==> src/rtl/vga_pkg.sv <==
// rtl/vga_pkg.sv - shared 800x600@60 timing constants, error indices and helpers
// Purpose: constants and types shared by vga_frame_monitor and sync_edge_meter.
// Ports: none (package).
package vga_pkg;

  // 800x600@60 timing, 40 MHz pixel clock
  localparam int VGA_H_TOTAL     = 1056;
  localparam int VGA_H_SYNC      = 128;
  localparam int VGA_H_ACT_START = 216;
  localparam int VGA_H_ACTIVE    = 800;
  localparam int VGA_V_TOTAL     = 628;
  localparam int VGA_V_SYNC      = 4;
  localparam int VGA_V_ACT_START = 27;
  localparam int VGA_V_ACTIVE    = 600;

  // err[] bit positions
  localparam int ERR_W           = 6;
  localparam int ERR_LINE_LEN    = 0;
  localparam int ERR_HS_WIDTH    = 1;
  localparam int ERR_LINES       = 2;
  localparam int ERR_VS_WIDTH    = 3;
  localparam int ERR_BLANK_COLOR = 4;
  localparam int ERR_VS_ALIGN    = 5;

  localparam int CSUM_W = 32;
  localparam int CNT_W  = 16;

  typedef enum logic [1:0] {
    ST_IDLE,
    ST_SEEK,
    ST_RUN,
    ST_DONE
  } mon_state_t;

  // Counters stick at all-ones so a missing sync shows up as a length error
  // instead of wrapping round to a plausible value.
  function automatic logic [CNT_W-1:0] sat_inc(input logic [CNT_W-1:0] v);
    return (&v) ? v : v + 1'b1;
  endfunction

endpackage

==> src/rtl/sync_edge_meter.sv <==
// rtl/sync_edge_meter.sv - sync leading-edge detect and pulse width check
// Purpose: detects the leading edge of one sync signal, counts how long it
//          stays asserted in units of tick, and flags a width mismatch.
// Ports:
//   clk, rst   pixel clock, synchronous active-low reset
//   sync       registered sync input
//   tick       count enable (1 every clock for hs, hs leading edge for vs)
//   check_en   width mismatches are only reported while high
//   lead       leading edge of sync (combinational)
//   width_err  one-cycle flag at deassert when width != EXPECT
module sync_edge_meter
  import vga_pkg::*;
#(
  parameter int   EXPECT = 128,
  parameter logic POL    = 1'b1
) (
  input  logic clk,
  input  logic rst,
  input  logic sync,
  input  logic tick,
  input  logic check_en,
  output logic lead,
  output logic width_err
);

  logic             active;
  logic             active_q;
  logic [CNT_W-1:0] width;

  assign active    = (sync == POL);
  assign lead      = active & ~active_q;
  assign width_err = check_en & ~active & active_q & (width != CNT_W'(EXPECT));

  // Width keeps counting even while checks are disabled, so the pulse that
  // coincides with lock is still measured in full.
  always_ff @(posedge clk) begin
    if (!rst) begin
      active_q <= 1'b0;
      width    <= '0;
    end else begin
      active_q <= active;
      if (lead)
        width <= {{(CNT_W-1){1'b0}}, tick};
      else if (active && tick)
        width <= sat_inc(width);
    end
  end

endmodule

==> src/rtl/vga_frame_monitor.sv <==
// rtl/vga_frame_monitor.sv - cycle-exact VGA sync, window and checksum checker
// Purpose: locks onto the hs/vs stream, checks line length, sync widths,
//          lines per frame and vs/hs alignment, flags colour in blanking and
//          produces a per-frame rotate-XOR checksum of the active pixels.
// Ports:
//   clk, rst        pixel clock, synchronous active-low reset
//   hs, vs, r, g, b VGA stream under test
//   locked          high from the first vs leading edge
//   frame_done      one-cycle pulse per completed checked frame
//   frame_cnt       completed checked frames
//   checksum        checksum of the last completed frame
//   err             sticky error flags (see vga_pkg ERR_*)
//   done            high once frame_cnt == FRAMES
module vga_frame_monitor
  import vga_pkg::*;
#(
  parameter int   H_TOTAL     = VGA_H_TOTAL,
  parameter int   H_SYNC      = VGA_H_SYNC,
  parameter int   H_ACT_START = VGA_H_ACT_START,
  parameter int   H_ACTIVE    = VGA_H_ACTIVE,
  parameter int   V_TOTAL     = VGA_V_TOTAL,
  parameter int   V_SYNC      = VGA_V_SYNC,
  parameter int   V_ACT_START = VGA_V_ACT_START,
  parameter int   V_ACTIVE    = VGA_V_ACTIVE,
  parameter logic HS_POL      = 1'b1,
  parameter logic VS_POL      = 1'b1,
  parameter int   COLOR_W     = 4,
  parameter int   FRAMES      = 2
) (
  input  logic               clk,
  input  logic               rst,
  input  logic               hs,
  input  logic               vs,
  input  logic [COLOR_W-1:0] r,
  input  logic [COLOR_W-1:0] g,
  input  logic [COLOR_W-1:0] b,
  output logic               locked,
  output logic               frame_done,
  output logic [15:0]        frame_cnt,
  output logic [31:0]        checksum,
  output logic [ERR_W-1:0]   err,
  output logic               done
);

  localparam logic [CNT_W-1:0] H_TOT_C  = CNT_W'(H_TOTAL);
  localparam logic [CNT_W-1:0] V_TOT_C  = CNT_W'(V_TOTAL);
  localparam logic [CNT_W-1:0] H_LO     = CNT_W'(H_ACT_START);
  localparam logic [CNT_W-1:0] H_HI     = CNT_W'(H_ACT_START + H_ACTIVE);
  localparam logic [CNT_W-1:0] V_LO     = CNT_W'(V_ACT_START);
  localparam logic [CNT_W-1:0] V_HI     = CNT_W'(V_ACT_START + V_ACTIVE);
  localparam logic [15:0]      FRAMES_C = 16'(FRAMES);

  mon_state_t          state;
  logic                hs_q, vs_q;
  logic [COLOR_W-1:0]  r_q, g_q, b_q;
  logic                hs_lead, vs_lead, hs_width_err, vs_width_err;
  logic                running, skip_h, in_win;
  logic [CNT_W-1:0]    hcnt, vcnt, hpos, vpos, line_cnt;
  logic [CSUM_W-1:0]   csum, csum_base, csum_next, pix_word;
  logic [ERR_W-1:0]    err_now;

  always_ff @(posedge clk) begin
    if (!rst) begin
      hs_q <= ~HS_POL;
      vs_q <= ~VS_POL;
      r_q  <= '0;
      g_q  <= '0;
      b_q  <= '0;
    end else begin
      hs_q <= hs;
      vs_q <= vs;
      r_q  <= r;
      g_q  <= g;
      b_q  <= b;
    end
  end

  assign running = (state == ST_RUN);

  sync_edge_meter #(.EXPECT(H_SYNC), .POL(HS_POL)) u_hs_meter (
    .clk(clk), .rst(rst), .sync(hs_q), .tick(1'b1), .check_en(running),
    .lead(hs_lead), .width_err(hs_width_err)
  );

  // vs width is measured in lines, so it ticks on hs leading edges
  sync_edge_meter #(.EXPECT(V_SYNC), .POL(VS_POL)) u_vs_meter (
    .clk(clk), .rst(rst), .sync(vs_q), .tick(hs_lead), .check_en(running),
    .lead(vs_lead), .width_err(vs_width_err)
  );

  // hpos/vpos are the coordinates of the pixel being sampled now; hcnt/vcnt
  // hold those of the previous pixel. Outside RUN the only use is the lock
  // clock, which by definition is pixel (0,0).
  always_comb begin
    hpos = (hs_lead || !running) ? '0 : sat_inc(hcnt);
    if (vs_lead || !running)
      vpos = '0;
    else if (hs_lead)
      vpos = sat_inc(vcnt);
    else
      vpos = vcnt;
    // lines seen since the last vs edge, including one starting this clock
    line_cnt = hs_lead ? sat_inc(vcnt) : vcnt;
  end

  assign in_win   = (hpos >= H_LO) && (hpos < H_HI) && (vpos >= V_LO) && (vpos < V_HI);
  assign pix_word = CSUM_W'({r_q, g_q, b_q});

  // A vs edge starts a new frame, so the current pixel belongs to the fresh sum
  always_comb begin
    csum_base = vs_lead ? '0 : csum;
    csum_next = in_win ? ({csum_base[CSUM_W-2:0], csum_base[CSUM_W-1]} ^ pix_word)
                       : csum_base;
  end

  always_comb begin
    err_now                  = '0;
    err_now[ERR_LINE_LEN]    = running && hs_lead && !skip_h && (sat_inc(hcnt) != H_TOT_C);
    err_now[ERR_HS_WIDTH]    = hs_width_err;
    err_now[ERR_LINES]       = running && vs_lead && (line_cnt != V_TOT_C);
    err_now[ERR_VS_WIDTH]    = vs_width_err;
    err_now[ERR_BLANK_COLOR] = running && !in_win && (|{r_q, g_q, b_q});
    err_now[ERR_VS_ALIGN]    = running && vs_lead && !hs_lead;
  end

  always_ff @(posedge clk) begin
    if (!rst) begin
      state      <= ST_IDLE;
      locked     <= 1'b0;
      frame_done <= 1'b0;
      frame_cnt  <= '0;
      checksum   <= '0;
      err        <= '0;
      done       <= 1'b0;
      hcnt       <= '0;
      vcnt       <= '0;
      csum       <= '0;
      skip_h     <= 1'b0;
    end else begin
      frame_done <= 1'b0;
      case (state)
        ST_IDLE: state <= ST_SEEK;
        ST_SEEK: begin
          if (vs_lead) begin
            state  <= ST_RUN;
            locked <= 1'b1;
            hcnt   <= hpos;
            vcnt   <= vpos;
            csum   <= csum_next;
            // lock may land mid-line, so the first line length is unknown
            skip_h <= 1'b1;
          end
        end
        ST_RUN: begin
          hcnt <= hpos;
          vcnt <= vpos;
          csum <= csum_next;
          err  <= err | err_now;
          if (hs_lead)
            skip_h <= 1'b0;
          if (vs_lead) begin
            checksum   <= csum;
            frame_done <= 1'b1;
            frame_cnt  <= frame_cnt + 16'd1;
            if (frame_cnt + 16'd1 == FRAMES_C) begin
              state <= ST_DONE;
              done  <= 1'b1;
            end
          end
        end
        ST_DONE: ;
        default: state <= ST_IDLE;
      endcase
    end
  end

endmodule

==> config.mk <==
export PLATFORM = sky130hd
export DESIGN_NAME = vga_frame_monitor
export DESIGN_NICKNAME = d
export VERILOG_FILES = /design/src/rtl/vga_pkg.sv /design/src/rtl/sync_edge_meter.sv /design/src/rtl/vga_frame_monitor.sv
export SDC_FILE = /design/constraint.sdc
export NUM_CORES = 1
export LEC_CHECK = 0
export BUFFER_PORTS_ARGS = -buffer_cell sky130_fd_sc_hd__buf_2
export CAP_MARGIN = 25
export CORE_ASPECT_RATIO = 1.2
export CORE_MARGIN = 3
export CORE_UTILIZATION = 55
export DETAILED_ROUTE_END_ITERATION = 12
export GPL_TIMING_DRIVEN = 0
export PLACE_DENSITY = 0.74
export SLEW_MARGIN = 15
export SYNTH_ARGS = -nofsm -noshare
export SYNTH_HDL_FRONTEND = slang
export SYNTH_SLANG_ARGS = --single-unit
==> constraint.sdc <==
create_clock -name clk -period 4 [get_ports clk]
set_input_delay 0.8 -clock clk [delete_from_list [all_inputs] [get_ports clk]]
set_output_delay 0.8 -clock clk [all_outputs]
set_load 0.03 [all_outputs]
==> impl_metrics.py, run 1 <==
metrics = {
    "critical_path": {
        "worstSetupPathType": "flip-flop to flip-flop",
        "r2r-start": "vcnt[1]",
        "r2r_cells": 11,
        "worst_setup_path_start_kind": "flip-flop",
        "r2r_end": "csum[27]",
        "crit_path_max_fanout": 10,
        "reg2reg_setup_slack_ns": 0.36,
        "cp.arrival_ns": 4.01,
        "endpoint_kind": "flip-flop",
        "required_ns": 4.37,
    },
    "worst_hold_path": {
        "hold_path_class": "flip-flop to flip-flop",
        "hold_depth": 2,
        "min_to": "checksum[23]",
        "min-delay-start": "checksum[23]",
    },
    "final_layout": {
        "nets": 1132,
        "area_growth_pct": 14.4,
        "num_antenna_cells": 0,
        "drive_gt1_share_pct": 12.3,
    },
    "route": {
        "drc": 0,
        "ant_nets": 0,
        "vias": 7689,
        "avgRoutedWirePerCell_um": 16.3,
        "via_per_inst": 5.83,
        "wirelength_um": 21500,
        "dr.pass1.iters": 5,
        "drtIter0Drc": 531,
    },
    "clock_network": {
        "cts_buffer_depth": 2,
        "cts.repair.resized": 0,
        "path_clk_slew_ns": 0.06,
        "cts_sinks": 172,
        "hold_buffers": 0,
        "clock_insertion_delay_worst_skew_ns": 0.43,
        "cts_tree": "yes",
        "postCtsSetupBuffers": 0,
        "cts_buffers": 17,
        "cts-root-buf": "clkbuf_16",
        "cts_max_level": 4,
    },
    "global_routing": {
        "grt_max_degree": 17,
        "gr-usage-all-layers_pct": 25.8,
        "grt_pass1_vias": 7110,
        "grt_pass1_wl_um": 35400,
        "antenna_found_initial": 0,
        "grt_overflow": 0,
    },
    "yosys": {
        "ys_types": 73,
        "synth_area_mm2": 0.00832,
        "postSynthCellCount": 1015,
        "yosysTopAreaCell": "dfxtp_1",
        "synth_area_leaders": "dfxtp_1 (41%), nand2_1 (6.3%), a21oi_1 (5.2%)",
        "synth.top_cells.by_count": "dfxtp_1 (172), nand2_1 (139), nor2_1 (105), a21oi_1 (86), clkbuf_1 (48)",
        "synthSimpleGateAreaFrac_pct": 26.5,
        "synth_edf_count": 0,
        "synth_most_common_cell": "dfxtp_1",
        "yosysTopAreaCellShare_pct": 41.4,
        "syn-mean-instance-area_um2": 8.20,
        "synth.area.mux_share_pct": 0.601,
        "synthXorXnorAreaFrac_pct": 6.42,
        "postSynth.asyncResetShare_pct": 0,
        "yosysSeqAreaShare_pct": 41.4,
        "synth-compound-area-share_pct": 18.8,
        "synth_top_family_by_area": "simple AND/OR/NAND/NOR gates",
        "ys.flop_type": "dfxtp_1",
        "ys_seq_elements": 172,
        "synth_nets": 1042,
        "synthAdderAreaFrac_pct": 1.65,
        "synth_warnings": 0,
    },
    "pwr": {
        "clockPowerShare_pct": 42.4,
        "p_leak_nw": 3.50,
        "swShare_pct": 27.5,
        "power.internal_mw": 2.80,
        "p_seq_share_pct": 45.9,
        "cellPowerDensity_mw_per_mm2": 406,
        "ir_drop_v": 0.000230,
        "pwr-share-comb_pct": 11.7,
        "power.total_mw": 3.87,
        "p_switching_mw": 1.06,
    },
    "timing": {
        "min_period_ns": 3.64,
        "slew_headroom_pct": 33.6,
        "setup_tns_ns": 0,
        "worstMarginPinSlew_ns": 0.988,
        "setup_violations": 0,
        "fin_crit_sh_pct": 91.0,
        "hold_viol_final": 0,
        "rsz0062_at_grt": "no",
        "maxSlewViolCount": 0,
        "fmaxAchievable_mhz": 275,
        "skew_ns": 0.00798,
    },
    "flow_run": {
        "drv_cap": 0,
    },
    "floorplanning": {
        "die_y_um": 141,
        "core_area_mm2": 0.0146,
        "rows": 48,
        "io_pins": 73,
        "die_area_mm2": 0.0167,
        "initial_core_util_pct": 57.0,
        "die_w_um": 118,
    },
    "placement": {
        "post-dp-hpwl_um": 15200,
        "place_congestion": 0.967,
        "io_buffers": 71,
    },
    "run_status": {
        "outcome": "completed",
    },
}
## worst max-delay path: stages (launching register included)
cell,delay (ns)
dfxtp_1,0.46
ha_1,0.34
and4b_1,0.38
and3_1,0.19
buf_2,0.16
a41oi_1,0.14
nor4_2,0.29
nand4b_1,0.22
or4_4,0.59
nor4_4,0.47
buf_6,0.21
a22o_1,0.13
## final cells by class
type,instances,area [µm²]
fill,1291,5070
timing repair buffer,71,355
inverter,19,71.3
clock buffer,20,447
clock inverter,12,138
buffer,72,313
multi-input combinational,752,4500
tap,200,250
sequential,172,3440
## flip-flops by register name (all words and copies together) (netlist names), 2 cells and up
signal,count
b_q,4
checksum,32
csum,32
err,6
frame_cnt,16
g_q,4
hcnt,16
r_q,4
state,2
u_hs_meter.width,16
u_vs_meter.width,16
vcnt,16
## cells by family after synthesis
kind of cell	Yosys count
flip-flops	172
AO/OA/AOI/OAI	231
buffers and inverters	91
AND/OR/NAND/NOR	444
adder cells (fa/ha/maj)	11
multiplexers	5
XOR/XNOR	61
## power groups by stage
stage	sequential, mW	clock [mW]	combinational (mW)
floorplan	1.82	0	0.284
finish	1.77	1.64	0.452
CTS	1.77	1.66	0.448
global route	1.78	1.73	0.493
global placement	1.81	0	0.444
detailed placement	1.81	0	0.444
## cell usage in the layout, fill, tap and decap left out, types with 9 or more instances in the layout
master / synthesis / layout
clkbuf_1: 48 / 50
ha_1: 11 / 11
nor3_1: 24 / 24
o21ai_0: 25 / 25
a211oi_1: 10 / 10
and3_1: 16 / 16
a21oi_1: 86 / 86
nand3_1: 33 / 33
nand2_1: 139 / 139
nor4_1: 16 / 15
nor2_1: 105 / 105
buf_2: 16 / 87
xor2_1: 29 / 29
clkbuf_16: 0 / 17
dfxtp_1: 172 / 172
xnor2_1: 32 / 32
and4_1: 12 / 12
inv_1: 17 / 17
a41oi_1: 9 / 9
nand4_1: 29 / 29
a22o_1: 32 / 32
or3_1: 9 / 9
and2_1: 26 / 26
a31oi_1: 10 / 10
## per-layer routing
| layer | up-vias | wire length [µm] | part of all wire (%) | global-route usage [%] |
|---|---|---|---|---|
| met3 | 39 | 971 | 4.5 | 4.21 |
| met2 | 202 | 10400 | 48 | 44.1 |
| met1 | 3625 | 9570 | 45 | 33.3 |
| li1 | 3823 | - | - | - |
| met4 | 0 | 528 | 2.5 | 8.46 |
| met5 | - | 0 | 0 | 0 |
## worst max path at each step
stage            start       end  slack, ns
2_1_floorplan  hcnt[0]  csum[10]       0.91
3_3_place_gp   vcnt[1]  csum[27]       0.34
3_5_place_dp   vcnt[1]  csum[27]       0.33
4_1_cts        vcnt[1]  csum[13]       0.30
5_1_grt        vcnt[1]  csum[13]       0.13
6_report       vcnt[1]  csum[27]       0.36
## metrics by stage
step                utilization, %  hold slack (ns)  instance area (µm²)  worst slack (ns)  instances
floorplan                        -            0.445                 8320             0.907       1015
global placement              61.2            0.439                 8930             0.335       1286
detailed placement            61.2            0.443                 8930             0.334       1286
CTS                           65.2            0.452                 9510             0.302       1318
global route                  65.2            0.475                 9520             0.130       1318
finish                        65.2            0.450                 9520             0.358       1318
Note: power is estimated with default switching activity, not from simulation.
==> run 2: changes to the inputs <==
- MAX_ROUTING_LAYER: not set -> met4
==> run 2 against run 1 <==
- register-to-register slack got worse by 0.03 ns
- first-iteration DRC count increased by 2.8%
- setup slack lost 0.035 ns
- total power up 2.8%
- critical endpoint is now csum[10]
==> impl_metrics.py, run 2 (synthesis gave the netlist of run 1 again) <==
metrics = {
    "floorplanning": {
        "initial_core_util_pct": 57.0,
        "io_pins": 73,
        "die_w_um": 118,
        "rows": 48,
        "die_y_um": 141,
        "die_area_mm2": 0.0167,
        "core_area_mm2": 0.0146,
    },
    "timing": {
        "maxSlewViolCount": 0,
        "worstMarginPinSlew_ns": 0.976,
        "setup_tns_ns": 0,
        "fmaxAchievable_mhz": 272,
        "hold_viol_final": 0,
        "skew_ns": 0.00547,
        "min_period_ns": 3.68,
        "rsz0062_at_grt": "no",
        "setup_slack_ns": 0.324,
        "fin_crit_sh_pct": 91.9,
        "slew_headroom_pct": 34.4,
        "setup_violations": 0,
    },
    "critical_path": {
        "crit_path_max_fanout": 10,
        "crit_path_max_incr_delay_ns": 0.58,
        "crit_chain": "ha_1 > and4b_1 > and3_1 > buf_2 > a41oi_1 > nor4_2 > nand4b_1 > or4_4 > nor4_4 > buf_6 > a22o_1",
        "slowest_stage": "or4_4",
        "worst_setup_path_start_kind": "flip-flop",
        "endpoint_kind": "flip-flop",
        "worstSetupPathType": "flip-flop to flip-flop",
        "crit_family": "simple AND/OR/NAND/NOR gates",
        "cp_num_buf_inv": 2,
        "cp.arrival_ns": 4.05,
        "required_ns": 4.38,
    },
    "final_layout": {
        "fillers": 1298,
        "drive_gt1_share_pct": 12.3,
        "area_growth_pct": 14.8,
        "largestRegisters": "checksum: 32 flops, csum: 32 flops",
        "mostFrequentLayoutCell": "dfxtp_1",
        "nets": 1132,
        "fin_cells": 1317,
        "num_antenna_cells": 0,
        "mostFrequentLayoutCells": "dfxtp_1 (172), nand2_1 (139), nor2_1 (105)",
    },
    "clock_network": {
        "cts-root-buf": "clkbuf_16",
        "cts_sinks": 172,
        "path_clk_slew_ns": 0.07,
        "cts_tree": "yes",
        "cts_buffers": 17,
        "clock_insertion_delay_worst_skew_ns": 0.43,
        "cts_max_level": 4,
        "cts_buffer_depth": 2,
        "postCtsSetupBuffers": 0,
    },
    "route": {
        "wirelength_um": 21700,
        "drtIter0Drc": 546,
        "drc": 0,
        "avgRoutedWirePerCell_um": 16.5,
        "dr.pass1.iters": 5,
        "vias": 7756,
        "via_per_inst": 5.89,
        "ant_nets": 0,
    },
    "run_status": {
        "outcome": "completed",
    },
    "placement": {
        "place_congestion": 1.01,
        "place_inst": 1286,
        "place_ws_ns": 0.283,
        "io_buffers": 71,
        "post-dp-hpwl_um": 15100,
    },
    "global_routing": {
        "gr-usage-all-layers_pct": 26.6,
        "grt_max_degree": 17,
        "grt_pass1_wl_um": 35300,
        "antenna_found_initial": 0,
        "grt_overflow": 0,
        "grt_pass1_vias": 7059,
    },
    "pwr": {
        "ir_drop_v": 0.000222,
        "cellPowerDensity_mw_per_mm2": 416,
        "p_leak_nw": 3.51,
    },
    "worst_hold_path": {
        "hold_path_class": "flip-flop to flip-flop",
    },
    "flow_run": {
        "drv_cap": 0,
    },
}
-- run 2: final timing paths --
path                        to  depth (start not counted)          from  slack, ns
hold reg to reg   checksum[23]                          2  checksum[23]       0.45
setup reg to reg      csum[10]                         11       vcnt[1]       0.32
setup / recovery      csum[10]                         11       vcnt[1]       0.32
hold / removal    checksum[23]                          2  checksum[23]       0.45
-- run 2: per-layer routing --
layer | part of all wire, % | wire [µm] | GRT usage [%] | vias up
met5 | 0 | 0 | - | -
met4 | 3.4 | 749 | 12.4 | 0
met3 | 5.2 | 1120 | 3.89 | 54
met2 | 48 | 10400 | 43.2 | 254
met1 | 44 | 9450 | 32.8 | 3633
li1 | - | - | - | 3815
-- run 2: worst register-to-register path: cells and delay by family (launching register included) --
| kind | cells | cell delay, ns |
|---|---|---|
| and+or+nand+nor | 6 | 2.15 |
| adders and majority gates | 1 | 0.36 |
| AOI/OAI and AO/OA | 2 | 0.30 |
| DFF | 1 | 0.45 |
| buffers and inverters | 2 | 0.37 |
-- run 2: cell type report --
class	instances	area [µm²]	share of cell area, %
Timing Repair Buffer	71	355	3.72
Inverter	19	71.3	0.746
Tap cell	200	250	2.62
Multi-Input combinational cell	752	4500	47.1
Buffer	72	313	3.27
Clock inverter	13	190	1.99
Sequential cell	172	3440	36.0
Clock buffer	18	429	4.49
-- run 2: per-stage QoR --
step	util, %	total power [mW]	instance area, µm²	hold slack (ns)
floorplan	-	2.10	8320	0.445
global placement	61.2	2.25	8930	0.439
detailed placement	61.2	2.26	8930	0.443
CTS	65.4	3.99	9550	0.452
global route	65.5	4.12	9560	0.468
finish	65.5	3.97	9560	0.450
-- run 2: power by group --
group / internal (mW) / leakage [nW] / switching [mW]
Clock: 1.05 / 0.289 / 0.696
Combinational: 0.116 / 1.83 / 0.341
Sequential: 1.74 / 1.39 / 0.0297
Total: 2.91 / 3.51 / 1.07
-- run 2: repair_timing --
action | in CTS | in global routing
setup endpoints to repair | 0 | 1
resized for setup | 0 | 1
hold buffers | 0 | 0
